==> src/rtl/xbar_sched.sv <==
// Per-egress round-robin crossbar scheduler. Each egress locks to one ingress until
// end-of-packet or an idle-owner timeout, then spends one bubble cycle before re-arbitrating.
module xbar_sched #(
  parameter int unsigned XBAR_INPUT    = 4,
  parameter int unsigned XBAR_INPUT_L2 = $clog2(XBAR_INPUT),
  parameter int unsigned LOCK_TIMEOUT  = 1024
) (
  input  logic                                     clk,
  input  logic                                     rstn,
  input  logic [XBAR_INPUT-1:0]                    req_valid,
  input  logic [XBAR_INPUT-1:0][XBAR_INPUT_L2-1:0] req_dest,
  input  logic [XBAR_INPUT-1:0]                    req_eop,
  output logic [XBAR_INPUT-1:0]                    req_grant,
  output logic [XBAR_INPUT-1:0][XBAR_INPUT_L2-1:0] xbar_arbit,
  output logic [XBAR_INPUT-1:0]                    xbar_busy,
  output logic [XBAR_INPUT-1:0]                    lock_timeout
);

  localparam int unsigned CntW = (LOCK_TIMEOUT > 1) ? $clog2(LOCK_TIMEOUT) : 1;
  localparam logic [CntW-1:0] CntLast = CntW'((LOCK_TIMEOUT == 0) ? 0 : LOCK_TIMEOUT - 1);
  localparam logic [XBAR_INPUT_L2-1:0] PtrRst = XBAR_INPUT_L2'(XBAR_INPUT - 1);

  typedef enum logic [1:0] {StIdle, StLocked, StRelease} state_e;

  logic [XBAR_INPUT-1:0]                    w_grant;
  logic [XBAR_INPUT-1:0]                    w_busy;
  logic [XBAR_INPUT-1:0]                    w_tmo;
  logic [XBAR_INPUT-1:0][XBAR_INPUT_L2-1:0] w_arbit;

  // Grants are derived purely from registered egress state, so they cannot glitch.
  always_comb begin
    w_grant = '0;
    for (int n = 0; n < XBAR_INPUT; n++) begin
      if (w_busy[n]) begin
        w_grant[w_arbit[n]] = 1'b1;
      end
    end
  end

  for (genvar n = 0; n < XBAR_INPUT; n++) begin : g_egress
    state_e                    r_state;
    logic [XBAR_INPUT_L2-1:0]  r_arbit;
    logic [XBAR_INPUT_L2-1:0]  r_ptr;
    logic                      r_busy;
    logic                      r_tmo;
    logic [CntW-1:0]           r_cnt;
    logic [XBAR_INPUT-1:0]     w_cand;
    logic                      w_found;
    logic [XBAR_INPUT_L2-1:0]  w_win;
    logic [XBAR_INPUT_L2-1:0]  w_idx;
    logic                      w_own_valid;
    logic                      w_xfer;

    always_comb begin
      w_cand = '0;
      for (int i = 0; i < XBAR_INPUT; i++) begin
        w_cand[i] = req_valid[i] && (req_dest[i] == XBAR_INPUT_L2'(n)) && !w_grant[i];
      end
    end

    // Search starts one past the last owner so the previous winner ranks last.
    always_comb begin
      w_found = 1'b0;
      w_win   = '0;
      w_idx   = '0;
      for (int unsigned k = 1; k <= XBAR_INPUT; k++) begin
        w_idx = XBAR_INPUT_L2'((32'(r_ptr) + k) % XBAR_INPUT);
        if (!w_found && w_cand[w_idx]) begin
          w_found = 1'b1;
          w_win   = w_idx;
        end
      end
    end

    assign w_own_valid = req_valid[r_arbit];
    assign w_xfer      = w_own_valid && w_grant[r_arbit];

    always_ff @(posedge clk or negedge rstn) begin
      if (!rstn) begin
        r_state <= StIdle;
        r_arbit <= '0;
        r_ptr   <= PtrRst;
        r_busy  <= 1'b0;
        r_tmo   <= 1'b0;
        r_cnt   <= '0;
      end else begin
        r_tmo <= 1'b0;
        unique case (r_state)
          StIdle: begin
            if (w_found) begin
              r_state <= StLocked;
              r_arbit <= w_win;
              r_busy  <= 1'b1;
              r_cnt   <= '0;
            end
          end
          StLocked: begin
            if (w_xfer && req_eop[r_arbit]) begin
              r_state <= StRelease;
              r_busy  <= 1'b0;
              r_ptr   <= r_arbit;
              r_cnt   <= '0;
            end else if (w_own_valid) begin
              r_cnt <= '0;
            end else if (LOCK_TIMEOUT != 0 && r_cnt == CntLast) begin
              r_state <= StRelease;
              r_busy  <= 1'b0;
              r_ptr   <= r_arbit;
              r_tmo   <= 1'b1;
              r_cnt   <= '0;
            end else if (LOCK_TIMEOUT != 0) begin
              r_cnt <= r_cnt + CntW'(1);
            end
          end
          StRelease: begin
            r_state <= StIdle;
          end
          default: begin
            r_state <= StIdle;
          end
        endcase
      end
    end

    assign w_busy[n]  = r_busy;
    assign w_arbit[n] = r_arbit;
    assign w_tmo[n]   = r_tmo;
  end

  assign req_grant    = w_grant;
  assign xbar_busy    = w_busy;
  assign xbar_arbit   = w_arbit;
  assign lock_timeout = w_tmo;

endmodule
==> config.mk <==
export PLATFORM = sky130hd
export DESIGN_NAME = xbar_sched
export DESIGN_NICKNAME = d
export VERILOG_FILES = /design/src/rtl/xbar_sched.sv
export SDC_FILE = /design/constraint.sdc
export NUM_CORES = 1
export LEC_CHECK = 0
export ABC_AREA = 1
export BUFFER_PORTS_ARGS = -buffer_cell sky130_fd_sc_hd__buf_2
export CAP_MARGIN = 20
export CORE_UTILIZATION = 60
export CTS_CLUSTER_SIZE = 8
export DETAILED_ROUTE_END_ITERATION = 16
export HOLD_SLACK_MARGIN = 0.06
export PLACE_DENSITY = 0.77
export SYNTH_ARGS = -nofsm -noshare
export SYNTH_HDL_FRONTEND = slang
export SYNTH_SLANG_ARGS = --single-unit
==> constraint.sdc <==
create_clock -name clk -period 2.5 [get_ports clk]
set_input_delay 0.125 -clock clk [delete_from_list [all_inputs] [get_ports clk]]
set_output_delay 0.125 -clock clk [all_outputs]
set_load 0.01 [all_outputs]
## Yosys cells after proc, flatten, opt, wreduce, memory -nomap -nowiden

Index checks and enable logic that the tools add are counted.
W data, S select, Z words.

| storage, ports and cells | value |
|---|---|
| register bits | 72 |
| latch bits | 0 |
| memory bits (writable) | 0 |
| memory bits (read-only) | 0 |
| output and inout bits | 20 |
| word-level logic and storage cells | 403 |
| memories kept | 0 |

| cells by class | value |
|---|---|
| $add $sub $neg | 20 |
| $mul | 0 |
| div/mod/pow operators | 0 |
| $lt $le $gt $ge | 24 |
| equal/unequal tests | 36 |
| shifts and indexed selects | 0 |
| mux-type cells | 188 |
| bitwise operators | 3 |
| reduce and logical (&&, ||, !) cells | 108 |

Operators by type and width:

| kind | number |
|---|---|
| $mux W10 | 16 |
| $mux W2 | 44 |
| $mux W1 | 80 |
| $pmux W10 S2 | 4 |
| $lt A2 B3 Y1 const B | 20 |
| $bmux W1 S2 | 28 |
| $logic_and A1 B1 Y1 | 56 |
| $add A10 B1 Y10 const B | 4 |
| $eq A10 B10 Y1 const B | 4 |
| $ne A3 B3 Y1 const B | 8 |
| $reduce_and A3 Y1 | 8 |
| $add A2 B1 Y2 const B | 8 |
| $add A2 B2 Y2 const B | 8 |
| $eq A2 B1 Y1 const B | 8 |
| $eq A2 B2 Y1 const B | 8 |
| $logic_not A1 Y1 | 16 |
| $logic_not A2 Y1 | 8 |
| $mux W4 | 4 |
| $pmux W2 S2 | 4 |
| $reduce_and A2 Y1 | 8 |
| $reduce_and A4 Y1 | 4 |
| $reduce_bool A2 Y1 | 8 |
| $or A4 B4 Y4 | 3 |
| $demux W1 S2 | 4 |
| other kinds (4) | 16 |

## Longest topological paths before layout

| depth | value |
|---|---|
| word-level depth | 27 |
| depth in mapped cells | 17 |
| mapped depth without buffers | 14 |

## Least setup slack after synthesis

OpenSTA, ideal clock, no wires.

| timing | value |
|---|---|
| path kind | register -> register |
| start | reg g_egress[0].r_arbit[1] |
| end | reg g_egress[3].r_state[0] |
| library setup time | 0.128 ns |
| data arrival time | 1.761 ns |
| required time | 2.372 ns |
| slack | 0.611 ns |
| stages on the path, launching flop included | 14 |
| buffers on the path | 3 |
| cell sequence | dfrtp_1 buf_6 nor2_2 nand2_2 nand2_2 nor2_4 buf_8 nand3_2 nand3_1 nand2_2 nand3_2 o21ai_4 buf_6 o21ai_0 |

| on the way | value |
|---|---|
| longest elaborated chain between the ends | 27 |

Ends and longest elaborated chain:

| item | RTL line | source |
|---|---|---|
| start, declared | 42 | `logic [XBAR_INPUT_L2-1:0] r_arbit;` |
| start signal, assigned | 92 | `r_arbit <= w_win;` |
| $lt A2 B3 Y1 (not written as such) or $ge A2 B1 Y1 (tied branches) | 35 | `w_grant[w_arbit[n]] = 1'b1;` |
| $logic_and A1 B1 Y1 (not written as such) | 35 |  |
| $mux W1 (not written as such) | 35 |  |
| $demux W1 S2 (*) | 35 |  |
| $mux W4 (*) | 34 | `if (w_busy[n]) begin` |
| $or A4 B4 Y4 (no line) | n/a |  |
| $mux W4 (*) | 34 |  |
| $or A4 B4 Y4 (no line) | n/a |  |
| (+11 left out) | n/a |  |
| $logic_not A1 Y1 | 68 | `if (!w_found && w_cand[w_idx]) begin` |
| $logic_and A1 B1 Y1 | 68 |  |
| $mux W1 | 68 |  |
| $logic_not A1 Y1 | 68 |  |
| $logic_and A1 B1 Y1 | 68 |  |
| $mux W1 | 68 |  |
| $ne A2 B2 Y1 (no line) | n/a |  |
| $reduce_and A3 Y1 (no line) | n/a |  |
| end signal, assigned | 80 | `r_state <= StIdle;` |
| end signal, assigned | 91 | `r_state <= StLocked;` |
| end signal, assigned | 99 | `r_state <= StRelease;` |
| end, declared | 41 | `state_e r_state;` |

Every way passes the cells marked *; elsewhere a longest branch is shown, timed or not. The select of a mux whose other input is x is not followed.
A chain may end at the register's enable or synchronous reset.

## Final worst setup path

| timing | value |
|---|---|
| start | reg g_egress[1].r_arbit[0] |
| end | reg g_egress[2].r_cnt[7] |

| on the way | value |
|---|---|
| longest elaborated chain between the ends | 26 |

Ends and longest elaborated chain:

| item | RTL line | source |
|---|---|---|
| start, declared | 42 |  |
| start signal, assigned | 92 |  |
| $lt A2 B3 Y1 (not written as such) or $ge A2 B1 Y1 (tied branches) | 35 |  |
| $logic_and A1 B1 Y1 (not written as such) | 35 |  |
| $mux W1 (not written as such) | 35 |  |
| $demux W1 S2 (*) | 35 |  |
| $or A4 B4 Y4 (no line) (*) | n/a |  |
| $mux W4 (*) | 34 |  |
| $or A4 B4 Y4 (no line) | n/a |  |
| $mux W4 (*) | 34 |  |
| (+10 left out) | n/a |  |
| $logic_not A1 Y1 | 68 |  |
| $logic_and A1 B1 Y1 | 68 |  |
| $mux W1 | 68 |  |
| $logic_not A1 Y1 | 68 |  |
| $logic_and A1 B1 Y1 | 68 |  |
| $mux W1 | 68 |  |
| $ne A2 B2 Y1 (no line) | n/a |  |
| $reduce_and A2 Y1 (no line) | n/a |  |
| end signal, assigned | 112 | `r_cnt <= r_cnt + CntW'(1);` |
| end, declared | 46 | `logic [CntW-1:0] r_cnt;` |

Marks and branches as above.

==> impl_metrics.py <==
metrics = {
    "clocking": {
        "postCtsSetupRepairBufs": 0,
        "numCtsBuffers": 9,
        "path_clk_slew_ps": 80,
        "tritoncts": "done",
        "htree_num_levels": 3,
        "clkLatencyLatePin_ps": 360,
        "cts-root-buf": "clkbuf_8",
        "cts_buffer_depth": 2,
        "clock-sinks": 72,
    },
    "die": {
        "die_width_um": 97.32,
        "std_cell_rows": 34,
        "die_h_um": 97.32,
        "fp.dieArea_um2": 9471,
        "ios": 38,
        "core_um2": 8763,
        "start_util": 0.6221,
    },
    "worst_setup_path": {
        "slowest_delay_ps": 570,
        "r2r_cells": 12,
        "r2r-start": "g_egress[1].r_arbit[0]$_DFFE_PN0P_",
        "r2r-end": "g_egress[2].r_cnt[7]$_DFFE_PN0P_",
        "cp-end-kind": "flop",
        "path_buf_inv": 2,
        "worstSetupEndpoint": "g_egress[2].r_cnt[7]$_DFFE_PN0P_",
        "rrSetupSlack_ps": 200,
        "startpoint_type": "flop",
        "crit_arrival_ps": 2550,
        "critPathMostFrequentCell": "nand3_1",
        "path_class": "flop to flop",
        "crit_start": "g_egress[1].r_arbit[0]$_DFFE_PN0P_",
        "cp.depth": 12,
        "crit_chain": "inv_4, nand3_1, nand2_2, nor2_4, nand3_1, nand3_1, nand2_1, nand3_1, o21ai_2, buf_4, nand3_1, nand2_1",
        "crit_fanout": 14,
        "critical-path-top-delay-family": "simple AND/OR/NAND/NOR gates",
        "cp.required_ps": 2750,
        "critPathSlowestCell": "dfrtp_1",
    },
    "timing": {
        "timing.hold.ws_ps": 358.6,
        "relSlewSlack": 0.3834,
        "min_period_ps": 2299,
        "fmaxAchievable_mhz": 434.9,
        "finalSetupTns_ps": 0,
        "finalMaxSlewViolations": 0,
        "tightestPinTransition_ps": 917.8,
        "setup_ws_ps": 200.6,
        "skew_ps": 7.031,
        "setup-violations-final": 0,
        "final-hold-violation-count": 0,
        "post-route-period-util": 0.9197,
        "rsz0062_at_grt": "false",
    },
    "route": {
        "drt_first_pass_iters": 5,
        "vias": 5394,
        "drt_wl_total_mm": 13.18,
        "avgViaCountPerCell": 5.744,
        "drtIter0Drc": 337,
        "remaining_drc_errors": 0,
        "ant_nets": 0,
        "wl_per_cell_um": 14.03,
    },
    "final_layout": {
        "n_antenna_cell": 0,
        "nets": 848,
        "fin_util": 0.6679,
        "drive_gt1_frac": 0.1528,
        "area_growth_pct": 7.367,
    },
    "synthesis": {
        "syn_inst": 802,
        "synthArstFlopShare": 1.000,
        "synth_top_family_by_area": "simple AND/OR/NAND/NOR gates",
        "synth_common_cells": "225 x nand2_1, 141 x nand3_1, 82 x inv_1, 69 x nor2_1, 64 x dfrtp_1",
        "synth_cell_types": 43,
        "netlist_area_um2": 5451,
        "synth_flop_cell": "dfrtp_1",
        "syn_nets": 824,
        "muxShareOfSynthArea": 0.001836,
        "synth_top_area_share": 0.2938,
        "synth-seq-cells": 72,
        "synth-simple-area-share": 0.4560,
        "synth_edf_count": 0,
        "ys_warn_count": 0,
        "synthXorXnorAreaFrac": 0.01928,
        "synth_top_cells_by_area": "dfrtp_1 29%, nand2_1 15%, nand3_1 13%",
        "synth_compound_gate_area_share": 0.07551,
        "ys_seq_area_frac": 0.3323,
        "synthAdderAreaFrac": 0.009181,
        "synth_area_leader_cell": "dfrtp_1",
        "syn_area_per_cell_um2": 6.797,
        "yosysMostFrequentCell": "nand2_1",
    },
    "placement": {
        "portBuffers": 37,
        "pre_cts_ws_ps": 185.1,
        "gp_congestion": 0.8783,
        "dp_hpwl_mm": 9.623,
    },
    "grt": {
        "grt_usage": 0.2933,
        "grt.overflow.total": 0,
        "grt_max_degree": 43,
        "antenna_found_initial": 0,
        "grt_pass1_wl_mm": 22.64,
        "first_global_vias": 4977,
    },
    "power": {
        "leakage_nw": 3.033,
        "power_density_nw_per_um2": 1178,
        "max-vdd-ir-drop_mv": 0.5817,
    },
    "worst_hold_path": {
        "hold_class": "input port to asynchronous set/reset pin",
    },
    "flow_run": {
        "drv_cap": 0,
    },
    "outcome": {
        "outcome": "finished, final reports clean",
    },
}
## logic make-up after synthesis
| logic type | count (synthesis) |
|---|---|
| DFF | 72 |
| and+or+nand+nor | 527 |
| adders and majority gates | 4 |
| AOI/OAI and AO/OA | 69 |
| muxes | 1 |
| buffers and inverters | 117 |
| xor gates and xnor gates | 12 |
## registers in the layout, indices dropped and copies added, names as in the netlist
name / cells
g_egress.r_arbit: 8
g_egress.r_busy: 4
g_egress.r_cnt: 40
g_egress.r_ptr: 8
g_egress.r_state: 8
g_egress.r_tmo: 4
## layout by cell type (no fill, tap or decap), types with 4 or more instances in the layout
cell | synthesis | layout
nand4_1 | 22 | 22
buf_2 | 6 | 37
xnor2_1 | 4 | 4
dfstp_2 | 8 | 8
nand3_1 | 141 | 141
nor2_4 | 2 | 4
nand3_2 | 21 | 21
inv_1 | 82 | 82
o21ai_1 | 5 | 5
xor2_1 | 8 | 8
dfrtp_1 | 64 | 64
clkbuf_8 | 0 | 11
nor2_1 | 69 | 68
nor3_1 | 12 | 12
nand2_2 | 12 | 12
or2_2 | 9 | 9
buf_4 | 10 | 4
nand3b_1 | 4 | 4
nand2_1 | 225 | 225
o21ai_0 | 26 | 26
ha_1 | 4 | 4
a21oi_1 | 23 | 23
## routing by layer
| layer | share of wire | global-route usage |
|---|---|---|
| met1 | 0.44 | 0.3830 |
| met2 | 0.47 | 0.4892 |
| met3 | 0.065 | 0.04460 |
| met4 | 0.023 | 0.1176 |
| met5 | 0 | 0 |
## layout make-up
cell class | count | area, um^2
sequential | 72 | 1812
multi-input combinational | 613 | 3075
clock inverter | 5 | 102.6
inverter | 87 | 331.6
clock buffer | 11 | 151.4
tap | 108 | 135.1
fill | 781 | 2910
timing repair buffer | 43 | 245.2
## where the power goes
part | switching, mW | total, mW | internal (mW)
Clock | 0.466 | 1.18 | 0.716
Combinational | 2.66 | 3.84 | 1.19
Sequential | 0.403 | 1.87 | 1.47
## worst min path at each step
stage	startpoint	endpoint	slack, ps	depth (start not counted)
2_1_floorplan	rstn	g_egress[0].r_arbit[0]$_DFFE_PN0P_	-170	0
3_3_place_gp	rstn	g_egress[0].r_cnt[9]$_DFFE_PN0P_	220	1
3_5_place_dp	rstn	g_egress[0].r_cnt[0]$_DFFE_PN0P_	220	1
4_1_cts	req_valid[2]	g_egress[3].r_cnt[8]$_DFFE_PN0P_	350	6
5_1_grt	req_valid[2]	g_egress[3].r_cnt[8]$_DFFE_PN0P_	410	6
6_report	rstn	g_egress[0].r_cnt[4]$_DFFE_PN0P_	360	2
## metrics by stage
step                instance area, um^2  power [mW]  instances
floorplan                          5451       5.004        802
detailed placement                 5577       5.639        922
global placement                   5577       5.530        922
CTS                                5841       6.853        939
global route                       5853       7.487        939
finish                             5853       6.894        939
## repair_timing
action / in CTS / in global routing
hold buffers: 1 / 0
setup endpoints to repair: 0 / 29
resized for setup: 0 / 3
endpoints found under the hold margin: 26 / 0
Note: power is estimated with default switching activity, not from simulation.
